$ cat src/rtl/stream_unpacker_defs.vh
// rtl/stream_unpacker_defs.vh - shared state encodings, ratio macro and default counter width
`ifndef STREAM_UNPACKER_DEFS_VH
`define STREAM_UNPACKER_DEFS_VH

`define ST_EMPTY 1'b0
`define ST_HOLD  1'b1
`define RATIO(in, out) ((in) / (out))
`define STREAM_UNPACKER_COUNT_WIDTH 8

`endif

$ cat src/rtl/stream_unpacker_pkg.sv
// rtl/stream_unpacker_pkg.sv - state type and sizing helpers for the stream unpacker
`include "stream_unpacker_defs.vh"

package stream_unpacker_pkg;

    typedef enum logic {
        S_EMPTY = `ST_EMPTY,
        S_HOLD  = `ST_HOLD
    } state_e;

    localparam int DEFAULT_COUNT_WIDTH = `STREAM_UNPACKER_COUNT_WIDTH;

    // A one-beat ratio still needs a 1-bit index so the counter has a real port.
    function automatic int idx_width(input int ratio);
        return (ratio > 1) ? $clog2(ratio) : 1;
    endfunction

endpackage

$ cat src/rtl/stream_unpacker_beat_ctr.sv
// rtl/stream_unpacker_beat_ctr.sv - modulo-RATIO beat index with clear/load/advance
module stream_unpacker_beat_ctr #(
    parameter int RATIO = 2,
    parameter int IDX_W = 1
) (
    input  logic             clk,
    input  logic             reset,
    input  logic             clear,
    input  logic             load,
    input  logic             advance,
    output logic [IDX_W-1:0] idx,
    output logic             last
);

    logic [IDX_W-1:0] idx_q;
    logic [IDX_W-1:0] idx_d;

    assign idx  = idx_q;
    assign last = (idx_q == IDX_W'(RATIO - 1));

    always_comb begin
        idx_d = idx_q;
        if (clear || load) begin
            idx_d = '0;
        end else if (advance) begin
            idx_d = last ? '0 : idx_q + 1'b1;
        end
    end

    always_ff @(posedge clk) begin
        if (reset) begin
            idx_q <= '0;
        end else begin
            idx_q <= idx_d;
        end
    end

endmodule

$ cat src/rtl/stream_unpacker.sv
// rtl/stream_unpacker.sv - splits each WIDTH_IN word into WIDTH_IN/WIDTH_OUT output beats
`include "stream_unpacker_defs.vh"

module stream_unpacker
    import stream_unpacker_pkg::*;
#(
    parameter int WIDTH_IN    = 8,
    parameter int WIDTH_OUT   = 4,
    parameter bit LSB_FIRST   = 1'b1,
    parameter int COUNT_WIDTH = DEFAULT_COUNT_WIDTH
) (
    input  logic                   clk,
    input  logic                   reset,
    input  logic                   in_valid,
    output logic                   in_ready,
    input  logic [WIDTH_IN-1:0]    in_data,
    output logic                   out_valid,
    input  logic                   out_ready,
    output logic [WIDTH_OUT-1:0]   out_data,
    output logic                   out_first,
    output logic                   out_last,
    input  logic                   flush,
    output logic [COUNT_WIDTH-1:0] word_count
);

    localparam int RATIO = `RATIO(WIDTH_IN, WIDTH_OUT);
    localparam int IDX_W = idx_width(RATIO);

    generate
        if (WIDTH_OUT < 1) begin : g_bad_out
            $error("stream_unpacker: WIDTH_OUT must be at least 1");
        end
        if ((WIDTH_IN % WIDTH_OUT) != 0) begin : g_bad_ratio
            $error("stream_unpacker: WIDTH_IN must be a multiple of WIDTH_OUT");
        end
    endgenerate

    state_e                 state_q, state_d;
    logic [WIDTH_IN-1:0]    word_q, word_d;
    logic [COUNT_WIDTH-1:0] count_q, count_d;

    logic [IDX_W-1:0]       idx;
    logic                   idx_last;
    logic                   ctr_clear, ctr_load, ctr_advance;
    logic                   in_hs, out_hs;
    logic [IDX_W-1:0]       sel;
    logic [WIDTH_IN-1:0]    shifted;

    stream_unpacker_beat_ctr #(
        .RATIO (RATIO),
        .IDX_W (IDX_W)
    ) u_beat_ctr (
        .clk     (clk),
        .reset   (reset),
        .clear   (ctr_clear),
        .load    (ctr_load),
        .advance (ctr_advance),
        .idx     (idx),
        .last    (idx_last)
    );

    assign out_valid  = (state_q == S_HOLD);
    assign out_first  = out_valid && (idx == '0);
    assign out_last   = out_valid && idx_last;
    assign word_count = count_q;

    // Refilling on the last beat's handshake keeps back-to-back words bubble-free.
    assign in_ready = !flush && ((state_q == S_EMPTY) || (out_last && out_ready));
    assign in_hs    = in_valid && in_ready;
    assign out_hs   = out_valid && out_ready;

    assign sel      = LSB_FIRST ? idx : IDX_W'(RATIO - 1) - idx;
    assign shifted  = word_q >> (32'(sel) * WIDTH_OUT);
    assign out_data = shifted[WIDTH_OUT-1:0];

    always_comb begin
        state_d     = state_q;
        word_d      = word_q;
        count_d     = count_q;
        ctr_clear   = 1'b0;
        ctr_load    = 1'b0;
        ctr_advance = 1'b0;
        if (flush && (state_q == S_HOLD)) begin
            state_d   = S_EMPTY;
            ctr_clear = 1'b1;
        end else if (in_hs) begin
            state_d  = S_HOLD;
            word_d   = in_data;
            ctr_load = 1'b1;
            if (out_hs && idx_last) begin
                count_d = count_q + 1'b1;
            end
        end else if (out_hs) begin
            if (idx_last) begin
                state_d   = S_EMPTY;
                count_d   = count_q + 1'b1;
                ctr_clear = 1'b1;
            end else begin
                ctr_advance = 1'b1;
            end
        end
    end

    always_ff @(posedge clk) begin
        if (reset) begin
            state_q <= S_EMPTY;
            word_q  <= '0;
            count_q <= '0;
        end else begin
            state_q <= state_d;
            word_q  <= word_d;
            count_q <= count_d;
        end
    end

endmodule

$ cat config.mk
export PLATFORM = sky130hd
export DESIGN_NAME = stream_unpacker
export DESIGN_NICKNAME = d
export VERILOG_FILES = /design/src/rtl/stream_unpacker_pkg.sv /design/src/rtl/stream_unpacker_beat_ctr.sv /design/src/rtl/stream_unpacker.sv
export VERILOG_INCLUDE_DIRS = /design/src /design/src/rtl
export SDC_FILE = /design/constraint.sdc
export NUM_CORES = 1
export LEC_CHECK = 0
export CAP_MARGIN = 20
export CORE_MARGIN = 2
export CORE_UTILIZATION = 43
export DETAILED_ROUTE_END_ITERATION = 12
export PLACE_DENSITY = 0.8
export SYNTH_ARGS = -nofsm -noshare
export SYNTH_HDL_FRONTEND = slang
export SYNTH_SLANG_ARGS = --single-unit
$ cat constraint.sdc
create_clock -name clk -period 1.86 [get_ports clk]
set_clock_uncertainty 0.15 [all_clocks]
set_input_delay 0.372 -clock clk [delete_from_list [all_inputs] [get_ports clk]]
set_output_delay 0.372 -clock clk [all_outputs]
set_load 0.03 [all_outputs]
# == Yosys cells after proc, flatten, opt, wreduce, memory -nomap -nowiden ==
# Cells that the tools add are included.
# classes
add_sub_neg,2
n_eq_ne,1
shift,1
mux,18
n_bitwise,3
reduce_logical,18
# ops
op,n
2-to-1 mux 8 bit,4
2-to-1 mux 1 bit,14
adder 8 x 1 -> 8 bit (second input constant),1
logical AND 1 bit,8
right shift 8 x 3 -> 4 bit,1
AND reduction 2 bit,2
AND reduction 4 bit,1
nonzero test 2 bit,2
OR reduction 2 bit,2
NOT 1 bit,3
logical OR 1 bit,2
!= test 2 x 1 -> 1 bit (second input constant),1
adder 1 bit (second input constant),1
logical NOT 1 bit,1
# totals
ff_bits,18
inputBits,13
out_inout_bits,16
wordCells,47

# == Longest topological paths before layout ==
# Gate-level depths: netlist of run 1.
# depth
depth_word,9
ltp_mapped,5
ltp_nobuf,4

# == By module ==
# A second synthesis of run 1 with hierarchy kept.
# unflattened
hier_cells,94
hier_area_um2,888.4
# by_module_without_submodules
module,n_inst,cells_per_inst,area_per_inst_um2,seq_area_each_um2
stream_unpacker,1,90,839.6,340.3
stream_unpacker_beat_ctr,1,4,48.8,20.0

# == Worst setup path before layout of run 1 ==
# No wires, ideal clock.
# synth_timing
kind,reg2out
startpoint,"register state_q, in the netlist out_valid"
endpoint,output in_ready
t_arrival_ns,1.240
required_ns,1.338
path_slack_ns,0.098
path_stages_with_launch,3
path_buffers,0
path_cell_list,dfxtp_1 > a21boi_1 > nor2_1
# synth_between
elab_chain_len,4
word_cells_on_any_way,5
cone_classes,bitwise: 1; reduce/logical: 4
# synth_lines
item,line,rtl
start: declaration,stream_unpacker.sv:38,"state_e state_q, state_d;"
start signal: assignment,stream_unpacker.sv:110,state_q <= state_d;
logical AND 1 bit,stream_unpacker.sv:64,assign out_last = out_valid && idx_last;
logical AND 1 bit,stream_unpacker.sv:68,assign in_ready = !flush && ((state_q == S_EMPTY) || (out_last && out_ready));
logical OR 1 bit *,stream_unpacker.sv:68,
logical AND 1 bit *,stream_unpacker.sv:68,
end: declaration,stream_unpacker.sv:15,"output logic in_ready,"
# Mark *: on every way between the ends. The rest lies on a longest branch, timed or not.

# == Worst setup path after layout of run 1 ==
# layout_timing
startpoint,"register u_beat_ctr.idx_q, in the netlist u_beat_ctr.idx"
endpoint,output out_data[2]
# layout_between
elab_chain_len,1
# layout_lines
item,line,rtl
start: declaration,stream_unpacker_beat_ctr.sv:15,logic [IDX_W-1:0] idx_q;
start signal: assignment,stream_unpacker_beat_ctr.sv:34,idx_q <= idx_d;
right shift 8 x 3 -> 4 bit,stream_unpacker.sv:73,assign shifted = word_q >> (32'(sel) * WIDTH_OUT);
end: declaration,stream_unpacker.sv:19,"output logic [WIDTH_OUT-1:0] out_data,"
# Every way passes these cells.

==> impl_metrics.py, run 1 <==
metrics = {
    "outcome": {
        "outcome": "completed",
    },
    "timing": {
        "setup_slack_ps": 41.6,
        "rsz0062_at_grt": "yes",
        "setup-tns-final_ps": 0,
        "fmax_mhz": 550,
        "finalCritPeriodShare": 0.978,
        "setup_viol": 0,
        "tightest_slew_ps": 314,
        "hold_viol": 0,
        "slew_viol_final": 0,
        "hold_slack_ps": 333,
        "period_minus_slack_ps": 1820,
        "max_slew_margin": 0.790,
    },
    "cells_and_area": {
        "nFillCells": 166,
        "area_growth_pct": 43.2,
        "antennaDiodeCount": 0,
        "drive_gt1_frac": 0.208,
        "mostFrequentLayoutCells": "17 x dfxtp_1, 15 x a21oi_1, 12 x buf_4",
        "final_common_cell": "dfxtp_1",
        "final_cells": 155,
        "multi_input_area_sq_um": 444,
        "register_area_sq_um": 364,
        "nets": 146,
    },
    "placed_design": {
        "port_buffers": 28,
        "placed_cells": 152,
        "dp_hpwl_mm": 1.39,
        "place_congestion": 0.723,
        "dp_slack_ps": -94.8,
    },
    "clocking": {
        "cts_buffer_depth": 2,
        "cts_buffers": 3,
        "holdBufCountCts": 0,
        "worstSkewPairLatency_ps": 290,
        "clkTransAtPathRegs_ps": 100,
        "cts-htree-levels": 1,
        "ctsRootBufferMaster": "clkbuf_4",
        "cts_tree": "built",
        "clock_sinks": 18,
        "cts_setup_buffers": 0,
    },
    "critical_path": {
        "cpMaxStageDelayCell": "dfxtp_4",
        "worst-path-buf-inv": 1,
        "rr_endpoint": "word_count[4]",
        "crit_path_start_kind": "flip-flop",
        "rr_worst_depth": 5,
        "critPathMaxFanout": 5,
        "cpPeakStageDelay_ps": 400,
        "r2r_setup_slack_ps": 230,
        "worst_ep_arrival_time_ps": 1300,
        "cp-end-kind": "output pin",
        "r2r-start": "u_beat_ctr.idx",
        "required_ps": 1340,
        "worstSetupPathType": "reg -> out",
        "cp_cell_sequence": "mux2_2 -> clkdlybuf4s15_2",
        "cp_top_family": "flip-flops",
    },
    "synth": {
        "synth_area_leaders": "dfxtp_1 43%, a21oi_1 9.0%, nand3_1 6.6%",
        "synth_top_area_cell": "dfxtp_1",
        "synth_ff_type": "dfxtp_1",
        "syn-cell-area_sq_um": 832,
        "synth_cells": 96,
        "avgSynthCellArea_sq_um": 8.67,
        "synth-edff-count": 0,
        "synth_warnings": 0,
        "ys_seq_area_frac": 0.433,
        "syn-num-nets": 110,
        "synth_cell_types": 27,
        "ys_seq_elements": 18,
        "yosysTopAreaCellShare": 0.433,
        "synthArstFlopShare": 0,
    },
    "power_and_ir_drop": {
        "p_clk_frac": 0.271,
        "switching_share": 0.244,
        "power_frac_seq": 0.574,
        "p_per_area_nw_per_um2": 582,
        "internal-power_uw": 524,
        "leakagePower_nw": 0.534,
        "vdd.ir_drop.worst_mv": 0.746,
        "switchingPower_uw": 169,
        "comb_power_share": 0.155,
    },
    "hold_path": {
        "hold_depth": 2,
        "min_to": "word_q[7]",
        "hp-class": "reg -> reg",
        "hold_path.startpoint": "word_q[7]",
    },
    "floorplanning": {
        "core_sq_um": 1760,
        "chipWidth_um": 48.0,
        "initial_utilization": 0.472,
        "rows": 15,
        "die_area_sq_um": 2300,
        "io-pin-count": 29,
        "die_h_um": 48.0,
    },
    "global_routing": {
        "grt_pass1_vias": 724,
        "grt-ovfl-total": 0,
        "grtUsageTotal": 0.194,
        "antenna_found_initial": 0,
        "grt_pass1_wl_mm": 3.08,
        "grt_max_degree": 19,
    },
    "routing": {
        "viasPerCell": 5.40,
        "ant_nets": 0,
        "drt_first_pass_iters": 3,
        "first_iter_violations": 13,
        "routed_wl_mm": 1.92,
        "drc_errors": 0,
        "dr_total_vias": 837,
        "wire_per_inst_um": 12.4,
    },
    "flow_run": {
        "drv_cap": 0,
    },
}
flip-flops by register name, indices dropped and copies added, names as in the netlist:
signal and count:
word_count 8, word_q 8, out_valid 1, u_beat_ctr.idx 1
worst max path at each step:
| stage | from | to | slack (ps) | cells after the start |
|---|---|---|---|---|
| after global routing | u_beat_ctr.idx | out_data[2] | -20 | 2 |
| after global placement | flush | word_count[6] | -80 | 4 |
| after CTS | u_beat_ctr.idx | out_data[1] | 5 | 2 |
| after detailed placement | flush | word_count[3] | -90 | 5 |
| after floorplan | out_valid | in_ready | 100 | 2 |
| final | u_beat_ctr.idx | out_data[2] | 40 | 2 |
cells in the mapped netlist, drive strengths merged, types with 2 or more instances:
master,instances
nor2,4
dfxtp,18
or4,3
clkbuf,2
buf,4
nand3b,2
o21ai,11
a21oi,15
nand2,2
xor2,2
nand3,11
or3,3
nor2b,2
mux2,4
o31ai,3
power by group through the flow:
stage / Clock (mW) / Sequential, mW / Combinational [mW]
4_1_cts: 0.192 / 0.399 / 0.110
5_1_grt: 0.213 / 0.399 / 0.117
6_report: 0.188 / 0.398 / 0.108
3_3_place_gp: 0 / 0.408 / 0.110
3_5_place_dp: 0 / 0.408 / 0.111
2_1_floorplan: 0 / 0.409 / 0.0502
per-stage QoR:
stage,instance area (sq um),utilization,power (mW)
after floorplan,832,-,0.460
after global placement,1180,0.667,0.517
after detailed placement,1180,0.667,0.519
after CTS,1200,0.680,0.702
after global routing,1190,0.675,0.730
final,1190,0.675,0.693
worst min-delay path: cells and delay by family, from the launching register on:
kind / cells / cell delay, ps
AO/OA/AOI/OAI: 2 / 120
flip-flops: 1 / 320
repair_timing:
action	in CTS	in global routing
endpoints found under the setup margin	12	7
resized for setup	21	10
cloned	0	0
pin swaps	0	1
endpoints found under the hold margin	0	0
logic make-up (layout without fill, tap and decap cells):
logic type | Yosys count | count (layout) | share of synthesized area
compound gates | 31 | 31 | 0.205
xor+xnor | 2 | 2 | 0.0211
fa+ha+maj | 1 | 1 | 0.0150
buf+inv | 7 | 41 | 0.0376
flops | 18 | 18 | 0.433
mux | 5 | 5 | 0.0662
simple gates | 32 | 32 | 0.223
layout make-up:
cell class                      count  share of cell area
Tap cell                           25              0.0263
Sequential cell                    18               0.306
Multi-Input combinational cell     71               0.373
Inverter                            1             0.00315
Timing Repair Buffer               37               0.273
Clock buffer                        3              0.0189
per-layer routing:
metal  global-route usage  wire length (um)
met1                0.265               922
met2                0.288               897
met3               0.0566                76
met4               0.0703                20
met5                    0                 0
Note: power is estimated with default switching activity, not from simulation.
==> inputs of run 2 (changes only) <==
Settings changed: SLEW_MARGIN set to 20.
==> results of run 2 <==
Same layout as run 1: the final DEF is identical, and so are final timing and power.
